## src/rtl/riscv_alu_arbiter_if.sv

```systemverilog
// riscv_alu_arbiter_if
//   Bundles the request side, the shared-ALU side and the response side of
//   riscv_alu_arbiter.
//   slave  : the arbiter's view. Requests, ALU outputs and rsp_ready come in.
//            Grants, ALU drive and the registered response go out.
//   master : the environment's view, with the directions reversed.
//   Ports carried:
//     req_valid/req_ready (NUM_REQ)
//     req_a/req_b (NUM_REQ*64)
//     req_op (NUM_REQ*6)
//     req_is_32bit (NUM_REQ)
//     req_tag (NUM_REQ*TAG_W)
//     alu_a/alu_b/alu_op/alu_is_32bit
//     alu_result/alu_zero/alu_negative/alu_branch_taken
//     rsp_valid/rsp_ready/rsp_result/rsp_zero/rsp_negative/rsp_branch_taken
//     rsp_id/rsp_tag
interface riscv_alu_arbiter_if #(
  parameter int NUM_REQ = 3,
  parameter int TAG_W   = 6,
  parameter int ID_W    = $clog2(NUM_REQ)
);
  logic [NUM_REQ-1:0]       req_valid;
  logic [NUM_REQ-1:0]       req_ready;
  logic [NUM_REQ*64-1:0]    req_a;
  logic [NUM_REQ*64-1:0]    req_b;
  logic [NUM_REQ*6-1:0]     req_op;
  logic [NUM_REQ-1:0]       req_is_32bit;
  logic [NUM_REQ*TAG_W-1:0] req_tag;

  logic [63:0]              alu_a;
  logic [63:0]              alu_b;
  logic [5:0]               alu_op;
  logic                     alu_is_32bit;
  logic [63:0]              alu_result;
  logic                     alu_zero;
  logic                     alu_negative;
  logic                     alu_branch_taken;

  logic                     rsp_valid;
  logic                     rsp_ready;
  logic [63:0]              rsp_result;
  logic                     rsp_zero;
  logic                     rsp_negative;
  logic                     rsp_branch_taken;
  logic [ID_W-1:0]          rsp_id;
  logic [TAG_W-1:0]         rsp_tag;

  modport slave (
    input  req_valid, req_a, req_b, req_op, req_is_32bit, req_tag,
    input  alu_result, alu_zero, alu_negative, alu_branch_taken,
    input  rsp_ready,
    output req_ready,
    output alu_a, alu_b, alu_op, alu_is_32bit,
    output rsp_valid, rsp_result, rsp_zero, rsp_negative, rsp_branch_taken,
    output rsp_id, rsp_tag
  );

  modport master (
    output req_valid, req_a, req_b, req_op, req_is_32bit, req_tag,
    output alu_result, alu_zero, alu_negative, alu_branch_taken,
    output rsp_ready,
    input  req_ready,
    input  alu_a, alu_b, alu_op, alu_is_32bit,
    input  rsp_valid, rsp_result, rsp_zero, rsp_negative, rsp_branch_taken,
    input  rsp_id, rsp_tag
  );
endinterface

```

## src/rtl/riscv_alu_arbiter.sv

```systemverilog
// riscv_alu_arbiter
//   Shares one external combinational 64-bit ALU among NUM_REQ requesters.
//   Each cycle it grants at most one request, in round-robin order. It steers
//   the winner's operands, opcode and width to the ALU, and captures the ALU
//   result, flags, requester index and tag in a one-entry valid/ready output
//   register.
//   Ports:
//     clk   : core clock. All state updates on the rising edge.
//     rst   : synchronous active-high reset. Overrides everything.
//     flush : drops the held result and blocks any grant this cycle.
//     bus   : riscv_alu_arbiter_if.slave. Carries the request, ALU and
//             response signals.
module riscv_alu_arbiter #(
  parameter int NUM_REQ = 3,
  parameter int TAG_W   = 6,
  parameter int ID_W    = $clog2(NUM_REQ)
) (
  input  logic               clk,
  input  logic               rst,
  input  logic               flush,
  riscv_alu_arbiter_if.slave bus
);
  // One spare bit so rr_ptr + offset can exceed NUM_REQ-1 before the wrap.
  localparam int CW = ID_W + 1;

  logic [ID_W-1:0]    rr_ptr_r;
  logic               rsp_valid_r;
  logic [63:0]        rsp_result_r;
  logic               rsp_zero_r;
  logic               rsp_negative_r;
  logic               rsp_branch_taken_r;
  logic [ID_W-1:0]    rsp_id_r;
  logic [TAG_W-1:0]   rsp_tag_r;

  logic               win_found_s;
  logic [ID_W-1:0]    win_id_s;
  logic [CW-1:0]      cand_s;
  logic               can_issue_s;
  logic               grant_s;
  logic [NUM_REQ-1:0] req_ready_s;
  logic [ID_W-1:0]    rr_next_s;
  logic [63:0]        alu_a_s;
  logic [63:0]        alu_b_s;
  logic [5:0]         alu_op_s;
  logic               alu_is_32bit_s;
  logic [TAG_W-1:0]   win_tag_s;

  // Round-robin search. The scan runs from the farthest offset to the
  // nearest, so the last hit is the index closest to rr_ptr. With no valid
  // request, win_id_s stays at rr_ptr.
  always_comb begin
    win_found_s = 1'b0;
    win_id_s    = rr_ptr_r;
    cand_s      = '0;
    for (int k = NUM_REQ - 1; k >= 0; k--) begin
      cand_s = {1'b0, rr_ptr_r} + CW'(k);
      if (cand_s >= CW'(NUM_REQ)) begin
        cand_s = cand_s - CW'(NUM_REQ);
      end else begin
        cand_s = cand_s;
      end
      if (bus.req_valid[cand_s[ID_W-1:0]]) begin
        win_found_s = 1'b1;
        win_id_s    = cand_s[ID_W-1:0];
      end else begin
        win_found_s = win_found_s;
        win_id_s    = win_id_s;
      end
    end
  end

  // Grant decision, one-hot ready vector and the wrapped next pointer.
  always_comb begin
    can_issue_s = !rst && !flush && (!rsp_valid_r || bus.rsp_ready);
    grant_s     = can_issue_s && win_found_s;
    req_ready_s = '0;
    if (grant_s) begin
      req_ready_s[win_id_s] = 1'b1;
    end else begin
      req_ready_s = '0;
    end
    if (win_id_s == ID_W'(NUM_REQ - 1)) begin
      rr_next_s = '0;
    end else begin
      rr_next_s = win_id_s + ID_W'(1);
    end
  end

  // Payload steering. There is no zero-forcing when nothing wins, which keeps
  // the ALU input path one mux deep.
  always_comb begin
    alu_a_s        = bus.req_a[63:0];
    alu_b_s        = bus.req_b[63:0];
    alu_op_s       = bus.req_op[5:0];
    alu_is_32bit_s = bus.req_is_32bit[0];
    win_tag_s      = bus.req_tag[TAG_W-1:0];
    for (int i = 0; i < NUM_REQ; i++) begin
      if (win_id_s == ID_W'(i)) begin
        alu_a_s        = bus.req_a[i*64 +: 64];
        alu_b_s        = bus.req_b[i*64 +: 64];
        alu_op_s       = bus.req_op[i*6 +: 6];
        alu_is_32bit_s = bus.req_is_32bit[i];
        win_tag_s      = bus.req_tag[i*TAG_W +: TAG_W];
      end else begin
        alu_a_s        = alu_a_s;
        alu_b_s        = alu_b_s;
        alu_op_s       = alu_op_s;
        alu_is_32bit_s = alu_is_32bit_s;
        win_tag_s      = win_tag_s;
      end
    end
  end

  // Output slot and pointer. Flush beats grant, and grant beats drain.
  // Payload only changes on a grant.
  always_ff @(posedge clk) begin
    if (rst) begin
      rr_ptr_r           <= '0;
      rsp_valid_r        <= 1'b0;
      rsp_result_r       <= 64'd0;
      rsp_zero_r         <= 1'b0;
      rsp_negative_r     <= 1'b0;
      rsp_branch_taken_r <= 1'b0;
      rsp_id_r           <= '0;
      rsp_tag_r          <= '0;
    end else if (flush) begin
      rsp_valid_r        <= 1'b0;
    end else if (grant_s) begin
      rr_ptr_r           <= rr_next_s;
      rsp_valid_r        <= 1'b1;
      rsp_result_r       <= bus.alu_result;
      rsp_zero_r         <= bus.alu_zero;
      rsp_negative_r     <= bus.alu_negative;
      rsp_branch_taken_r <= bus.alu_branch_taken;
      rsp_id_r           <= win_id_s;
      rsp_tag_r          <= win_tag_s;
    end else if (rsp_valid_r && bus.rsp_ready) begin
      rsp_valid_r        <= 1'b0;
    end else begin
      rsp_valid_r        <= rsp_valid_r;
    end
  end

  assign bus.req_ready        = req_ready_s;
  assign bus.alu_a            = alu_a_s;
  assign bus.alu_b            = alu_b_s;
  assign bus.alu_op           = alu_op_s;
  assign bus.alu_is_32bit     = alu_is_32bit_s;
  assign bus.rsp_valid        = rsp_valid_r;
  assign bus.rsp_result       = rsp_result_r;
  assign bus.rsp_zero         = rsp_zero_r;
  assign bus.rsp_negative     = rsp_negative_r;
  assign bus.rsp_branch_taken = rsp_branch_taken_r;
  assign bus.rsp_id           = rsp_id_r;
  assign bus.rsp_tag          = rsp_tag_r;
endmodule

```

## src/flat_wrapper.sv

```systemverilog
// flat-port wrapper written by rule: the top's interface ports become plain ports
module riscv_alu_arbiter_flat 
#(
  parameter int NUM_REQ = 3,
  parameter int TAG_W   = 6,
  parameter int ID_W    = $clog2(NUM_REQ)
)
  (clk, rst, flush, bus_req_valid, bus_req_a, bus_req_b, bus_req_op, bus_req_is_32bit, bus_req_tag, bus_alu_result, bus_alu_zero, bus_alu_negative, bus_alu_branch_taken, bus_rsp_ready, bus_req_ready, bus_alu_a, bus_alu_b, bus_alu_op, bus_alu_is_32bit, bus_rsp_valid, bus_rsp_result, bus_rsp_zero, bus_rsp_negative, bus_rsp_branch_taken, bus_rsp_id, bus_rsp_tag);
  riscv_alu_arbiter_if #(.NUM_REQ(NUM_REQ), .TAG_W(TAG_W), .ID_W(ID_W)) bus_i ();
  input  logic clk;
  input  logic rst;
  input  logic flush;
  input wire logic [$bits(bus_i.req_valid)-1:0] bus_req_valid;
  input wire logic [$bits(bus_i.req_a)-1:0] bus_req_a;
  input wire logic [$bits(bus_i.req_b)-1:0] bus_req_b;
  input wire logic [$bits(bus_i.req_op)-1:0] bus_req_op;
  input wire logic [$bits(bus_i.req_is_32bit)-1:0] bus_req_is_32bit;
  input wire logic [$bits(bus_i.req_tag)-1:0] bus_req_tag;
  input wire logic [$bits(bus_i.alu_result)-1:0] bus_alu_result;
  input wire logic [$bits(bus_i.alu_zero)-1:0] bus_alu_zero;
  input wire logic [$bits(bus_i.alu_negative)-1:0] bus_alu_negative;
  input wire logic [$bits(bus_i.alu_branch_taken)-1:0] bus_alu_branch_taken;
  input wire logic [$bits(bus_i.rsp_ready)-1:0] bus_rsp_ready;
  output wire logic [$bits(bus_i.req_ready)-1:0] bus_req_ready;
  output wire logic [$bits(bus_i.alu_a)-1:0] bus_alu_a;
  output wire logic [$bits(bus_i.alu_b)-1:0] bus_alu_b;
  output wire logic [$bits(bus_i.alu_op)-1:0] bus_alu_op;
  output wire logic [$bits(bus_i.alu_is_32bit)-1:0] bus_alu_is_32bit;
  output wire logic [$bits(bus_i.rsp_valid)-1:0] bus_rsp_valid;
  output wire logic [$bits(bus_i.rsp_result)-1:0] bus_rsp_result;
  output wire logic [$bits(bus_i.rsp_zero)-1:0] bus_rsp_zero;
  output wire logic [$bits(bus_i.rsp_negative)-1:0] bus_rsp_negative;
  output wire logic [$bits(bus_i.rsp_branch_taken)-1:0] bus_rsp_branch_taken;
  output wire logic [$bits(bus_i.rsp_id)-1:0] bus_rsp_id;
  output wire logic [$bits(bus_i.rsp_tag)-1:0] bus_rsp_tag;
  assign bus_i.req_valid = bus_req_valid;
  assign bus_i.req_a = bus_req_a;
  assign bus_i.req_b = bus_req_b;
  assign bus_i.req_op = bus_req_op;
  assign bus_i.req_is_32bit = bus_req_is_32bit;
  assign bus_i.req_tag = bus_req_tag;
  assign bus_i.alu_result = bus_alu_result;
  assign bus_i.alu_zero = bus_alu_zero;
  assign bus_i.alu_negative = bus_alu_negative;
  assign bus_i.alu_branch_taken = bus_alu_branch_taken;
  assign bus_i.rsp_ready = bus_rsp_ready;
  assign bus_req_ready = bus_i.req_ready;
  assign bus_alu_a = bus_i.alu_a;
  assign bus_alu_b = bus_i.alu_b;
  assign bus_alu_op = bus_i.alu_op;
  assign bus_alu_is_32bit = bus_i.alu_is_32bit;
  assign bus_rsp_valid = bus_i.rsp_valid;
  assign bus_rsp_result = bus_i.rsp_result;
  assign bus_rsp_zero = bus_i.rsp_zero;
  assign bus_rsp_negative = bus_i.rsp_negative;
  assign bus_rsp_branch_taken = bus_i.rsp_branch_taken;
  assign bus_rsp_id = bus_i.rsp_id;
  assign bus_rsp_tag = bus_i.rsp_tag;
  riscv_alu_arbiter #(.NUM_REQ(NUM_REQ), .TAG_W(TAG_W), .ID_W(ID_W)) u_core (.clk(clk), .rst(rst), .flush(flush), .bus(bus_i));
endmodule
```

## config.mk

```make
export PLATFORM = sky130hd
export DESIGN_NAME = riscv_alu_arbiter_flat
export DESIGN_NICKNAME = d
export VERILOG_FILES = /design/src/rtl/riscv_alu_arbiter_if.sv /design/src/rtl/riscv_alu_arbiter.sv /design/src/flat_wrapper.sv
export SDC_FILE = /design/constraint.sdc
export NUM_CORES = 1
export LEC_CHECK = 0
export CAP_MARGIN = 20
export CORE_AREA = 2 2 280 282
export DETAILED_ROUTE_END_ITERATION = 10
export DIE_AREA = 0 0 282 284
export PLACE_DENSITY = 0.41
export SYNTH_ARGS = -nofsm -noshare
export SYNTH_HDL_FRONTEND = slang
export SYNTH_SLANG_ARGS = --single-unit
```

## constraint.sdc

```tcl
create_clock -name clk -period 3.5 [get_ports clk]
set_input_delay 1.05 -clock clk [delete_from_list [all_inputs] [get_ports clk]]
set_output_delay 1.05 -clock clk [all_outputs]
set_load 0.005 [all_outputs]
```

==> results.py <==
metrics = {
    "hold_path": {
        "worstHoldEndpoint": "u_core.bus.rsp_result[30]",
        "min-delay-start": "u_core.bus.rsp_result[30]",
        "hold_path_class": "reg2reg",
        "hold_path_depth": 2,
    },
    "floorplanning": {
        "core_region_area_sq_um": 77000,
        "dieArea_sq_um": 80100,
        "num_io_pins": 711,
        "fp.dieW_microns": 282,
        "rows": 102,
        "die_height_microns": 284,
        "initial_core_util": 0.0699,
    },
    "power_and_ir_drop": {
        "power_frac_comb": 0.680,
        "power_per_cell_area_nw_per_um2": 363,
        "power_frac_seq": 0.155,
        "total_power_uw": 6290,
        "p_sw_uw": 2270,
        "clockPowerShare": 0.165,
        "p_leak_uw": 0.00676,
        "switching_share": 0.361,
        "peakVddDrop_mv": 0.223,
        "intPower_uw": 4020,
    },
    "yosys": {
        "synthTopCellsByArea": "dfxtp_1 29%, a21oi_1 19%, o22ai_1 16%, nand2_1 10%, inv_1 9.9%",
        "synth_top_area_share": 0.290,
        "yosysWarnings": 0,
        "synth_seq_cells": 78,
        "synth_top_area_cell": "dfxtp_1",
        "postSynthCellCount": 838,
        "synth_fp_nets": 1338,
        "synth_area_sq_um": 5380,
        "synth.avg_cell_area_sq_um": 6.42,
        "synth_cell_types": 33,
        "yosysSeqAreaShare": 0.290,
    },
    "run_status": {
        "status": "finished, violations left",
        "violations": "negative setup slack",
    },
    "timing": {
        "slew_headroom": 0.351,
        "rsz0062_at_grt": "yes",
        "period_minus_slack_ps": 4070,
        "period_share": 1.16,
        "setup_ws_ps": -574,
        "worst_pin_slew_ps": 973,
        "finalHoldViolations": 0,
        "clock.fmax_mhz": 245,
        "setup-tns-final_ps": -60260,
        "finalClockSkew_ps": 3.02,
        "drv_slew": 0,
        "finalSetupViolCount": 138,
    },
    "setup_path": {
        "worstRegToRegCells": 14,
        "r2r-start": "u_core.rr_ptr_r[0]",
        "worst-path-max-fanout": 5,
        "cp-start-kind": "primary input",
        "worstPathArrival_ps": 3020,
        "cp_slowest_stage_delay_ps": 550,
        "path_buf_inv": 6,
        "path_cells": "buf_8, a21boi_4, a21oi_2, o22ai_2, or4_4, buf_4, buf_6, buf_8, buf_16, o22ai_2, a21oi_1, dlygate4sd2_1",
        "end_kind": "output port",
        "r2r_end": "u_core.bus.rsp_tag[1]",
        "critical_path_class": "in2out",
        "critPathSlowestCell": "or4_4",
        "worst-r2r-setup-slack_ps": 520,
        "required_ps": 2450,
        "cp_top_family": "buffers and inverters",
    },
    "clock_network": {
        "max-clock-path-buffers": 2,
        "clk_latency_ps": 350,
        "clk_pin_slew_ps": 60,
        "htreeDepth": 3,
        "cts_made_buffers": 9,
        "cts_root_buf": "clkbuf_16",
        "cts_tree": "yes",
        "cts-hold-fix-buffers": 0,
        "cts_sinks": 78,
    },
    "drt": {
        "drt_pass1_iterations": 5,
        "avgViaCountPerCell": 3.49,
        "totalWireLength_microns": 53600,
        "met1_length_microns": 20000,
        "drtIter0Drc": 217,
        "drcViolationCount": 0,
        "wl_met2_microns": 28100,
        "wl_met3_microns": 4400,
        "topRoutingLayerUsed": "met5",
        "wire_per_inst_microns": 19.8,
        "drt.antenna.violating_nets": 0,
        "vias": 9464,
    },
    "layout": {
        "post-route-util": 0.225,
        "synthToLayoutAreaGrowth_pct": 222,
        "final_cells": 2711,
        "mostFrequentLayoutCells": "568 x clkdlybuf4s50_1, 147 x a21oi_1, 141 x nand2_1",
        "drive_gt1_frac": 0.314,
        "layout_commonest_cell": "clkdlybuf4s50_1",
        "fin_nets": 2159,
    },
    "job": {
        "drv_cap": 0,
    },
    "global_route": {
        "track_usage": 0.122,
        "antenna_found_initial": 15,
        "grt_max_degree": 86,
        "overflow": 0,
        "grt_pass1_vias": 10100,
        "grt_pass1_wl_microns": 70600,
    },
    "place": {
        "dp.cells": 2607,
        "place.port_buffers": 710,
        "place_congestion": 0.908,
        "dp_hpwl_microns": 39100,
    },
}
[tightest hold or removal path, cell delays in order (launching register included)]
cell and delay (ps):
dfxtp_1 310, nand2_1 50, a21oi_1 50
[synth_stat cells, drive strengths merged]
library cell and number:
or2 1, nor3 1, nor4 1, a221oi 1, o22ai 139, clkbuf 36
ha 3, buf 36, or4 2, a211o 1, mux2i 7, o21bai 1
dfxtp 78, a21boi 1, nor2 1, a211oi 1, o221ai 6, a21oi 210
xnor2 1, inv 142, nand3b 6, nand2b 10, nand2 143, nand3 2
o21ai 2, nand4 1, nor2b 4, a21bo 1
[routing by layer]
metal,track usage,up-vias
met2,0.230,443
li1,-,4537
met5,0,-
met3,0.0367,61
met4,0.0316,10
met1,0.130,4413
[flip-flops by register name (all words and copies together) (netlist names)]
signal                       count
u_core.bus.rsp_negative          1
u_core.rr_ptr_r                  2
u_core.bus.rsp_zero              1
u_core.bus.rsp_result           64
u_core.bus.rsp_branch_taken      1
u_core.bus.rsp_valid             1
u_core.bus.rsp_tag               6
u_core.bus.rsp_id                2
[what timing repair did]
action / 4_1_cts / 5_1_grt
resized for setup: 649 / 207
setup buffers: 43 / 24
gates cloned: 20 / 5
pin swaps: 43 / 31
setup endpoints to repair: 138 / 138
[logic make-up after synthesis]
group | share of synthesized area
compound gates | 0.380
xor+xnor | 0.00302
fa+ha+maj | 0.00698
buf+inv | 0.168
flops | 0.290
mux | 0.0130
simple gates | 0.138
[power groups by stage]
| stage | clock (uW) | combinational, uW | sequential (uW) |
|---|---|---|---|
| after floorplan | 0 | 936 | 992 |
| after global placement | 0 | 3170 | 988 |
| after detailed placement | 0 | 3160 | 990 |
| after CTS | 1090 | 3910 | 972 |
| after global routing | 1120 | 4540 | 978 |
| final | 1040 | 4270 | 972 |
[worst max-delay path by stage]
| stage | start | end | cells after the start |
|---|---|---|---|
| after floorplan | bus_req_valid[0] | bus_alu_a[15] | 9 |
| after global placement | bus_req_valid[2] | bus_alu_b[32] | 10 |
| after detailed placement | bus_req_valid[2] | bus_alu_b[32] | 10 |
| after CTS | bus_req_valid[2] | bus_alu_a[52] | 11 |
| after global routing | bus_req_valid[0] | bus_alu_b[32] | 11 |
| final | bus_req_valid[0] | bus_alu_b[35] | 12 |
[cell type report]
class / count / area [sq um]
repair buffers: 882 / 9090
clock buffers: 13 / 250
well taps: 1040 / 1300
inverters: 142 / 533
multi-input cells: 546 / 4470
clock inverters: 3 / 67.6
flip-flops and latches: 78 / 1570
fillers: 8474 / 59700
diodes: 7 / 17.5
[metrics by stage]
| stage | hold WS, ps | area (sq um) | worst slack [ps] |
|---|---|---|---|
| after global placement | 442 | 14300 | -1410 |
| after detailed placement | 446 | 14300 | -1430 |
| after floorplan | 453 | 5400 | -29.4 |
| final | 453 | 17300 | -574 |
| after CTS | 455 | 16500 | -635 |
| after global routing | 474 | 17300 | -655 |
No activity file was read; power rests on OpenSTA's default activity.
